File: src/rtl/quad_pkg.sv
// rtl/quad_pkg.sv - shared FSM/step types, Gray positions and settle constant for quad_decoder
package quad_pkg;

  typedef enum logic {INIT, TRACK} quad_state_t;

  typedef enum logic [1:0] {
    STEP_NONE,
    STEP_UP,
    STEP_DOWN,
    STEP_ERR
  } quad_step_t;

  // {A,B} Gray positions; A leads B when counting up
  localparam logic [1:0] POS_00 = 2'b00;
  localparam logic [1:0] POS_10 = 2'b10;
  localparam logic [1:0] POS_11 = 2'b11;
  localparam logic [1:0] POS_01 = 2'b01;

  // INIT must outlast the synchroniser plus the filter so prev holds the settled position
  function automatic int settle_cycles(input int debounce_cycles, input bit filter_en);
    return filter_en ? debounce_cycles + 3 : 3;
  endfunction

  function automatic quad_step_t classify_step(input logic [1:0] prev, input logic [1:0] cur);
    quad_step_t step;
    step = STEP_NONE;
    if ((prev ^ cur) == 2'b11) begin
      step = STEP_ERR;
    end else if (prev != cur) begin
      case (prev)
        POS_00:  step = (cur == POS_10) ? STEP_UP : STEP_DOWN;
        POS_10:  step = (cur == POS_11) ? STEP_UP : STEP_DOWN;
        POS_11:  step = (cur == POS_01) ? STEP_UP : STEP_DOWN;
        default: step = (cur == POS_00) ? STEP_UP : STEP_DOWN;
      endcase
    end
    return step;
  endfunction

endpackage

File: src/rtl/quad_debounce.sv
// rtl/quad_debounce.sv - one-bit level filter: output follows input after DEBOUNCE_CYCLES stable cycles
module quad_debounce
  import quad_pkg::*;
#(
  parameter int DEBOUNCE_CYCLES = 500
) (
  input  logic clk50m,
  input  logic rst_n,
  input  logic din,
  output logic dout
);

  localparam int CW = $clog2(DEBOUNCE_CYCLES + 1);
  localparam logic [CW-1:0] CNT_LAST = CW'(DEBOUNCE_CYCLES - 1);

  logic [CW-1:0] cnt_q;

  // any sample that agrees with the output restarts the run, so short glitches never land
  always_ff @(posedge clk50m) begin
    if (!rst_n) begin
      cnt_q <= '0;
      dout  <= 1'b0;
    end else if (din == dout) begin
      cnt_q <= '0;
    end else if (cnt_q == CNT_LAST) begin
      dout  <= din;
      cnt_q <= '0;
    end else begin
      cnt_q <= cnt_q + 1'b1;
    end
  end

endmodule

File: src/rtl/quad_decoder.sv
// rtl/quad_decoder.sv - x4 quadrature decoder driving counter en/up_dn_n; filter enabled by QUAD_DEBOUNCE_EN
module quad_decoder
  import quad_pkg::*;
#(
  parameter int DEBOUNCE_CYCLES = 500
) (
  input  logic rst_n,
  input  logic clk50m,
  input  logic enc_a,
  input  logic enc_b,
  output logic en,
  output logic up_dn_n,
  output logic err
);

`ifdef QUAD_DEBOUNCE_EN
  localparam bit FILTER_EN = 1'b1;
`else
  localparam bit FILTER_EN = 1'b0;
`endif

  localparam int SETTLE = settle_cycles(DEBOUNCE_CYCLES, FILTER_EN);
  localparam int SW = $clog2(SETTLE + 1);
  localparam logic [SW-1:0] SETTLE_LAST = SW'(SETTLE - 1);

  logic        a_meta, a_s;
  logic        b_meta, b_s;
  logic [1:0]  cur;

  quad_state_t state_q, state_d;
  logic [SW-1:0] settle_q, settle_d;
  logic [1:0]  prev_q, prev_d;
  logic        en_d, dir_d, err_d;
  quad_step_t  step;

  always_ff @(posedge clk50m) begin
    if (!rst_n) begin
      a_meta <= 1'b0;
      a_s    <= 1'b0;
      b_meta <= 1'b0;
      b_s    <= 1'b0;
    end else begin
      a_meta <= enc_a;
      a_s    <= a_meta;
      b_meta <= enc_b;
      b_s    <= b_meta;
    end
  end

`ifdef QUAD_DEBOUNCE_EN
  logic a_f, b_f;

  quad_debounce #(.DEBOUNCE_CYCLES(DEBOUNCE_CYCLES)) u_deb_a (
    .clk50m (clk50m),
    .rst_n  (rst_n),
    .din    (a_s),
    .dout   (a_f)
  );

  quad_debounce #(.DEBOUNCE_CYCLES(DEBOUNCE_CYCLES)) u_deb_b (
    .clk50m (clk50m),
    .rst_n  (rst_n),
    .din    (b_s),
    .dout   (b_f)
  );

  assign cur = {a_f, b_f};
`else
  assign cur = {a_s, b_s};
`endif

  always_ff @(posedge clk50m) begin
    if (!rst_n) begin
      state_q  <= INIT;
      settle_q <= '0;
      prev_q   <= POS_00;
      en       <= 1'b0;
      up_dn_n  <= 1'b1;
      err      <= 1'b0;
    end else begin
      state_q  <= state_d;
      settle_q <= settle_d;
      prev_q   <= prev_d;
      en       <= en_d;
      up_dn_n  <= dir_d;
      err      <= err_d;
    end
  end

  always_comb begin
    state_d  = state_q;
    settle_d = settle_q;
    prev_d   = prev_q;
    en_d     = 1'b0;
    dir_d    = up_dn_n;
    err_d    = 1'b0;
    step     = STEP_NONE;
    case (state_q)
      INIT: begin
        // absorb whatever position the encoder rests at, so power-up never reports a step
        prev_d = cur;
        if (settle_q == SETTLE_LAST) begin
          state_d  = TRACK;
          settle_d = '0;
        end else begin
          settle_d = settle_q + 1'b1;
        end
      end
      default: begin
        prev_d = cur;
        step   = classify_step(prev_q, cur);
        case (step)
          STEP_UP: begin
            en_d  = 1'b1;
            dir_d = 1'b1;
          end
          STEP_DOWN: begin
            en_d  = 1'b1;
            dir_d = 1'b0;
          end
          STEP_ERR: err_d = 1'b1;
          default: ;
        endcase
      end
    endcase
  end

endmodule

File: config.mk
export PLATFORM = sky130hd
export DESIGN_NAME = quad_decoder
export DESIGN_NICKNAME = d
export VERILOG_FILES = /design/src/rtl/quad_pkg.sv /design/src/rtl/quad_debounce.sv /design/src/rtl/quad_decoder.sv
export SDC_FILE = /design/constraint.sdc
export NUM_CORES = 1
export LEC_CHECK = 0
export CAP_MARGIN = 5
export CORE_MARGIN = 4
export CORE_UTILIZATION = 35
export DETAILED_ROUTE_END_ITERATION = 8
export DONT_BUFFER_PORTS = 1
export MAX_ROUTING_LAYER = met4
export PLACE_DENSITY = 0.59
export SYNTH_ARGS = -nofsm -noshare
export SYNTH_HDL_FRONTEND = slang
export SYNTH_SLANG_ARGS = --single-unit
File: constraint.sdc
create_clock -name clk50m -period 3.2 [get_ports clk50m]
set_clock_uncertainty 0.15 [all_clocks]
set_input_delay 0 -clock clk50m [delete_from_list [all_inputs] [get_ports clk50m]]
set_output_delay 0 -clock clk50m [all_outputs]
set_load 0.05 [all_outputs]
==> out/results.txt, run 1 <==
Status = complete, no violations
Finished Layout Cells = 66
Clock Latency Late Sink = 0.27 ns
First-pass GRT wire length = 1100 microns
Relative slew slack = 0.657
Die width = 44.2 microns
# DRC = 0
Fin Hold WS = 0.231 ns
Hold Path Depth = 2
Starting Density = 0.392
Peak fanout along the critical path = 6
Initial antenna violation count = 0
Post-synthesis register bit count = 12
Root Driver = clkbuf_4
Maximum clock frequency = 589 MHz
WL met3 = 62 microns
Die ar. = 1960 sq um
Areal power density over the cells = 583 nW/um^2
Slew Viols, Final = 0
Post-Route WL = 665 microns
# port buffers = 0
Crit Path Class = register to register
Hold_buf cts = 3
Ys Warns = 0
Fraction of layout cells with a size suffix above 1 = 0.135
RSZ-0062 raised after global routing = false
Post-synthesis net count = 52
Arr. time, crit path = 1.69 ns
R2R depth = 6
Initial drt markers = 3
Mapped cell area = 459 sq um
Crit path time final = 1.70 ns
Post-CTS Setup Bufs = 0
Synth unique cells = 20
Largest net degree at the start of global routing = 13
Leakage = 0.214 nW
Antenna viol nets, final = 0
Die height = 44.2 microns
Number of global-route vias before repair = 285
TritonCTS clock tree = done
Avg Synthesized Cell Area = 9.98 sq um
WL/cell = 10.1 microns
Grt ovf = 0
CP required = 3.19 ns
DR pass1 iterations = 4
H-tree levels = 1
Worst r2r src = prev_q[0]
Fin crit share = 0.531
Via count = 322
Worst vdd ir = 326 uV
I/O pin total = 7
Total inserted antenna cells = 0
P&R area growth vs syn = 17.2%
Setup slack, reg-to-reg = 1.50 ns
Row Count = 12
Kind of end point of the critical path = register
Highest routed layer = met3
Post-CTS sizing = 0
Longest Clk Path Bufs = 2
Post-synthesis sequential area ratio = 0.523
Final Util = 0.459
HP Class = input port to register
End point of the worst hold path = a_meta
Max-Cap Viols = 0
Clk slew on worst S/H paths = 0.07 ns
Final hold vios = 0
CP Launch Type = register
Clk sink count = 12
Tot GR Track Use = 0.0851
Wl on met1 = 269 microns
Hold_sp = enc_a
RR Endpoint = up_dn_n
Final setup viols = 0
NumNets Final = 59
Post-Route Setup TNS = 0 ns
Met2 Wirelength = 332 microns
Synth Instances = 46
Actual slew at the worst max-slew pin = 0.513 ns
TritonCTS buffer count = 3
Core ar. = 1170 sq um
Drt via density = 4.88
GPL Wtd Cong = 0.624
DP Cell Count = 59
==> cell families after synthesis <==
kind of cell,Yosys count,share of synthesized area
muxes,1,0.0218
buffers and inverters,1,0.0109
adders and majority gates,2,0.0545
DFF,12,0.523
and+or+nand+nor,21,0.253
AOI/OAI and AO/OA,9,0.136
==> layout by cell type (no fill, tap or decap) <==
| master | instances |
|---|---|
| nor2b_1 | 2 |
| o21a_1 | 2 |
| nor3_2 | 1 |
| nand2b_1 | 1 |
| and3_1 | 1 |
| o21ai_1 | 1 |
| nor2_1 | 2 |
| o21ai_0 | 2 |
| o211ai_2 | 1 |
| and2_1 | 6 |
| a21boi_1 | 1 |
| mux2i_1 | 1 |
| o211ai_1 | 1 |
| nand2b_2 | 1 |
| dlygate4sd3_1 | 3 |
| clkbuf_8 | 1 |
| a21oi_1 | 1 |
| ha_1 | 2 |
| clkbuf_4 | 3 |
| nand3_1 | 1 |
| dfxtp_1 | 12 |
| nand2_1 | 6 |
==> critical path, cell delays in order, from the launching register on <==
cell      delay, ns
dfxtp_1        0.44
mux2i_1        0.22
o21ai_1        0.10
ha_1           0.30
nand2b_2       0.19
nand2_1        0.08
o211ai_2       0.09
==> registers in the layout, summed over array words and instances, names as in the netlist <==
register  cells
b_s           1
err           1
en            1
a_meta        1
a_s           1
prev_q        2
settle_q      2
up_dn_n       1
state_q       1
b_meta        1
==> worst max path at each step <==
stage               from      end  slack, ns  cells past startpoint
2_1_floorplan  prev_q[0]  up_dn_n       1.63                      7
3_3_place_gp   prev_q[0]  up_dn_n       1.60                      7
3_5_place_dp   prev_q[0]  up_dn_n       1.54                      6
4_1_cts        prev_q[0]  up_dn_n       1.51                      6
5_1_grt        prev_q[0]  up_dn_n       1.38                      6
6_report       prev_q[0]  up_dn_n       1.50                      6
==> where the power goes <==
part           internal [mW]  switching, mW
combinational         0.0153         0.0108
sequential             0.158         0.0127
clock                 0.0691         0.0474
==> metrics by stage <==
stage	setup WS (ns)	area, sq um	total power, mW
finish	1.50	538	0.314
global route	1.38	538	0.330
CTS	1.51	538	0.320
detailed placement	1.54	472	0.197
global placement	1.60	472	0.194
floorplan	1.63	459	0.194
==> layer usage <==
layer / vias to the layer above / global-route usage
li1: 166 / -
met1: 146 / 0.0760
met2: 10 / 0.137
met3: 0 / 0.0610
met4: 0 / 0.0361
met5: - / -
==> area by class of cell <==
cell class	count	area (sq um)
Multi-Input combinational cell	33	214
Fill cell	118	633
Tap cell	14	17.5
Timing Repair Buffer	3	30.0
Clock buffer	4	36.3
Sequential cell	12	240
==> cells in the mapped netlist <==
library cell  count  area, sq um
o21ai_1           1         5.00
nor3_2            1         10.0
nor2b_1           2         12.5
and2_1            6         37.5
nand2b_2          1         8.76
dfxtp_1          12          240
o211ai_2          1         12.5
nand2_1           6         22.5
a21boi_1          1         7.51
o211ai_1          1         7.51
buf_2             1         5.00
o21ai_0           2         10.0
and3_1            1         6.26
a21oi_1           1         5.00
nand3_1           1         5.00
o21a_1            2         15.0
mux2i_1           1         10.0
ha_1              2         25.0
nor2_1            2         7.51
nand2b_1          1         6.26
Note: power is estimated with default switching activity, not from simulation.
==> inputs of run 2 (changes only) <==
--- a/config.mk
+++ b/config.mk
@@ -11,7 +11,7 @@
 export DETAILED_ROUTE_END_ITERATION = 8
 export DONT_BUFFER_PORTS = 1
 export MAX_ROUTING_LAYER = met4
-export PLACE_DENSITY = 0.59
+export PLACE_DENSITY = 0.61
 export SYNTH_ARGS = -nofsm -noshare
 export SYNTH_HDL_FRONTEND = slang
 export SYNTH_SLANG_ARGS = --single-unit
==> constraint.sdc (replaced) <==
create_clock -name clk50m -period 1.45 [get_ports clk50m]
set_clock_uncertainty 0.15 [all_clocks]
set_input_delay 0 -clock clk50m [delete_from_list [all_inputs] [get_ports clk50m]]
set_output_delay 0 -clock clk50m [all_outputs]
set_load 0.05 [all_outputs]
==> run 2 against run 1 <==
Compared with the run above: setup slack got worse by 1.7 ns; core utilization grew 11 points; largest cell class is now multi-input combinational cells; maximum frequency rose by 6.1%; clock power is 120% higher; first-iteration DRC count grew to 2.7 times the previous value; sequential power rose by 120%; non-clock buffer count rose by 8; combinational power increased to 3.9 times the previous value; count of clock-buffer cells in the layout unchanged; critical path type unchanged; the run now ends with negative hold slack, negative setup slack left.
==> out/results.txt, run 2 (synthesis results as in run 1) <==
Final hold vios = 6
Die height = 44.2 microns
Final worst slack = -0.151 ns
Max incr delay on CP = 0.37 ns
Largest registers = prev_q (2), settle_q (2)
Leakage = 0.273 nW
Maximum clock frequency = 625 MHz
HP Class = input port to register
Finished Cell Area = 664 sq um
Slew Viols, Final = 0
TritonCTS clock tree = done
Kind of end point of the critical path = register
Fillers = 101
P&R area growth vs syn = 44.7%
R2R depth = 6
Row Count = 12
Tot GR Track Use = 0.116
Areal power density over the cells = 1110 nW/um^2
Logic gate share of total power = 0.138
Placed Area = 495 sq um
I/O pin total = 7
RSZ-0062 raised after global routing = true
Clock Latency Late Sink = 0.27 ns
Hold_buf cts = 6
Hold Path Depth = 1
Clk pwr share = 0.352
Antenna viol nets, final = 0
TritonCTS buffer count = 3
Drt via density = 5.08
Dpl hpwl = 581 microns
Sw Pwr = 0.175 mW
Finished Layout Cells = 74
Flop pwr share = 0.510
Largest net degree at the start of global routing = 13
Die ar. = 1960 sq um
GPL Wtd Cong = 0.587
Crit path time final = 1.60 ns
Root Driver = clkbuf_4
H-tree levels = 1
DR pass1 iterations = 4
Clk slew on worst S/H paths = 0.07 ns
Core ar. = 1170 sq um
# port buffers = 0
NumNets Final = 67
WL/cell = 12.9 microns
Commonest non-fill, non-tap cell in the layout = dfxtp_1
Most frequent cells in the layout = dfxtp_1, and2_1, dlygate4sd3_1, nand2_1
Crit Path Class = register to register
Final Util = 0.567
Clk sink count = 12
Max-Cap Viols = 0
Status = finished, violations left
Initial antenna violation count = 0
CP cell instances = o211ai_1 -> o21a_1 -> ha_4 -> nand2b_4 -> nand2_2 -> o211ai_2
Fraction of layout cells with a size suffix above 1 = 0.333
Starting Density = 0.392
Number of global-route vias before repair = 384
Via count = 376
Fin crit share = 1.10
Final setup viols = 3
Actual slew at the worst max-slew pin = 0.474 ns
Power Internal = 0.562 mW
CP required = 1.46 ns
Sw Share = 0.238
Die width = 44.2 microns
Post-Route WL = 958 microns
Initial drt markers = 8
Total inserted antenna cells = 0
Failing checks = negative hold slack, negative setup slack
First-pass GRT wire length = 1520 microns
Longest Clk Path Bufs = 2
Peak fanout along the critical path = 6
CP Launch Type = register
Worst vdd ir = 668 uV
Grt ovf = 0
Arr. time, crit path = 1.61 ns
Fin Hold WS = -0.346 ns
Crit-path slowest cell = dfxtp_4
# DRC = 0
DP Cell Count = 61
Post-Route Setup TNS = -0.323 ns
Relative slew slack = 0.684
-- run 2: changes by cell type in the layout (fill, tap and decap cells not counted), moves of 2 or more --
| cell | before | now |
|---|---|---|
| dfxtp_1 | 12 | 10 |
| buf_4 | 0 | 3 |
| nand2_1 | 6 | 4 |
| ha_4 | 0 | 2 |
| buf_6 | 0 | 2 |
| dlygate4sd3_1 | 3 | 6 |
| ha_1 | 2 | 0 |
| nand2_2 | 0 | 2 |
-- run 2: worst paths after layout --
path              from      end  slack, ns
max          prev_q[0]  up_dn_n      -0.15
min reg2reg    up_dn_n  up_dn_n       0.36
min              rst_n  up_dn_n      -0.35
max reg2reg  prev_q[0]  up_dn_n      -0.15
-- run 2: routing by layer --
metal / track usage / vias to the layer above / share of wire
li1: - / 180 / -
met1: 0.0858 / 183 / 0.34
met2: 0.230 / 11 / 0.58
met3: 0.0610 / 2 / 0.061
met4: 0.0361 / 0 / 0.022
met5: - / - / 0
-- run 2: power by group through the flow --
stage | Combinational (mW) | Sequential [mW] | Clock (mW)
4_1_cts | 0.0825 | 0.374 | 0.266
6_report | 0.102 | 0.376 | 0.259
3_3_place_gp | 0.0566 | 0.380 | 0
5_1_grt | 0.112 | 0.380 | 0.283
3_5_place_dp | 0.0628 | 0.383 | 0
2_1_floorplan | 0.0491 | 0.382 | 0
-- run 2: stage by stage --
step	worst slack [ns]	power, mW
3_5_place_dp	-0.133	0.446
3_3_place_gp	-0.0419	0.437
2_1_floorplan	-0.0238	0.432
5_1_grt	-0.206	0.775
6_report	-0.151	0.737
4_1_cts	-0.0903	0.722
-- run 2: final cells by class --
class	instances	area [sq um]	area share
multi-input cells	33	260	0.392
flip-flops and latches	12	245	0.369
repair buffers	11	105	0.158
clock buffers	4	36.3	0.0546
well taps	14	17.5	0.0264
-- run 2: repair_timing --
action,in CTS,in global routing
endpoints found under the hold margin,12,6
resized for setup,5,6
pin swaps,4,1
endpoints found under the setup margin,1,3
buffers inserted,2,1
-- run 2: critical path, delay by kind of cell, from the launching register on --
kind,cells,cell delay (ns)
and+or+nand+nor,2,0.23
adders and majority gates,1,0.22
AOI/OAI and AO/OA,3,0.53
DFF,1,0.37
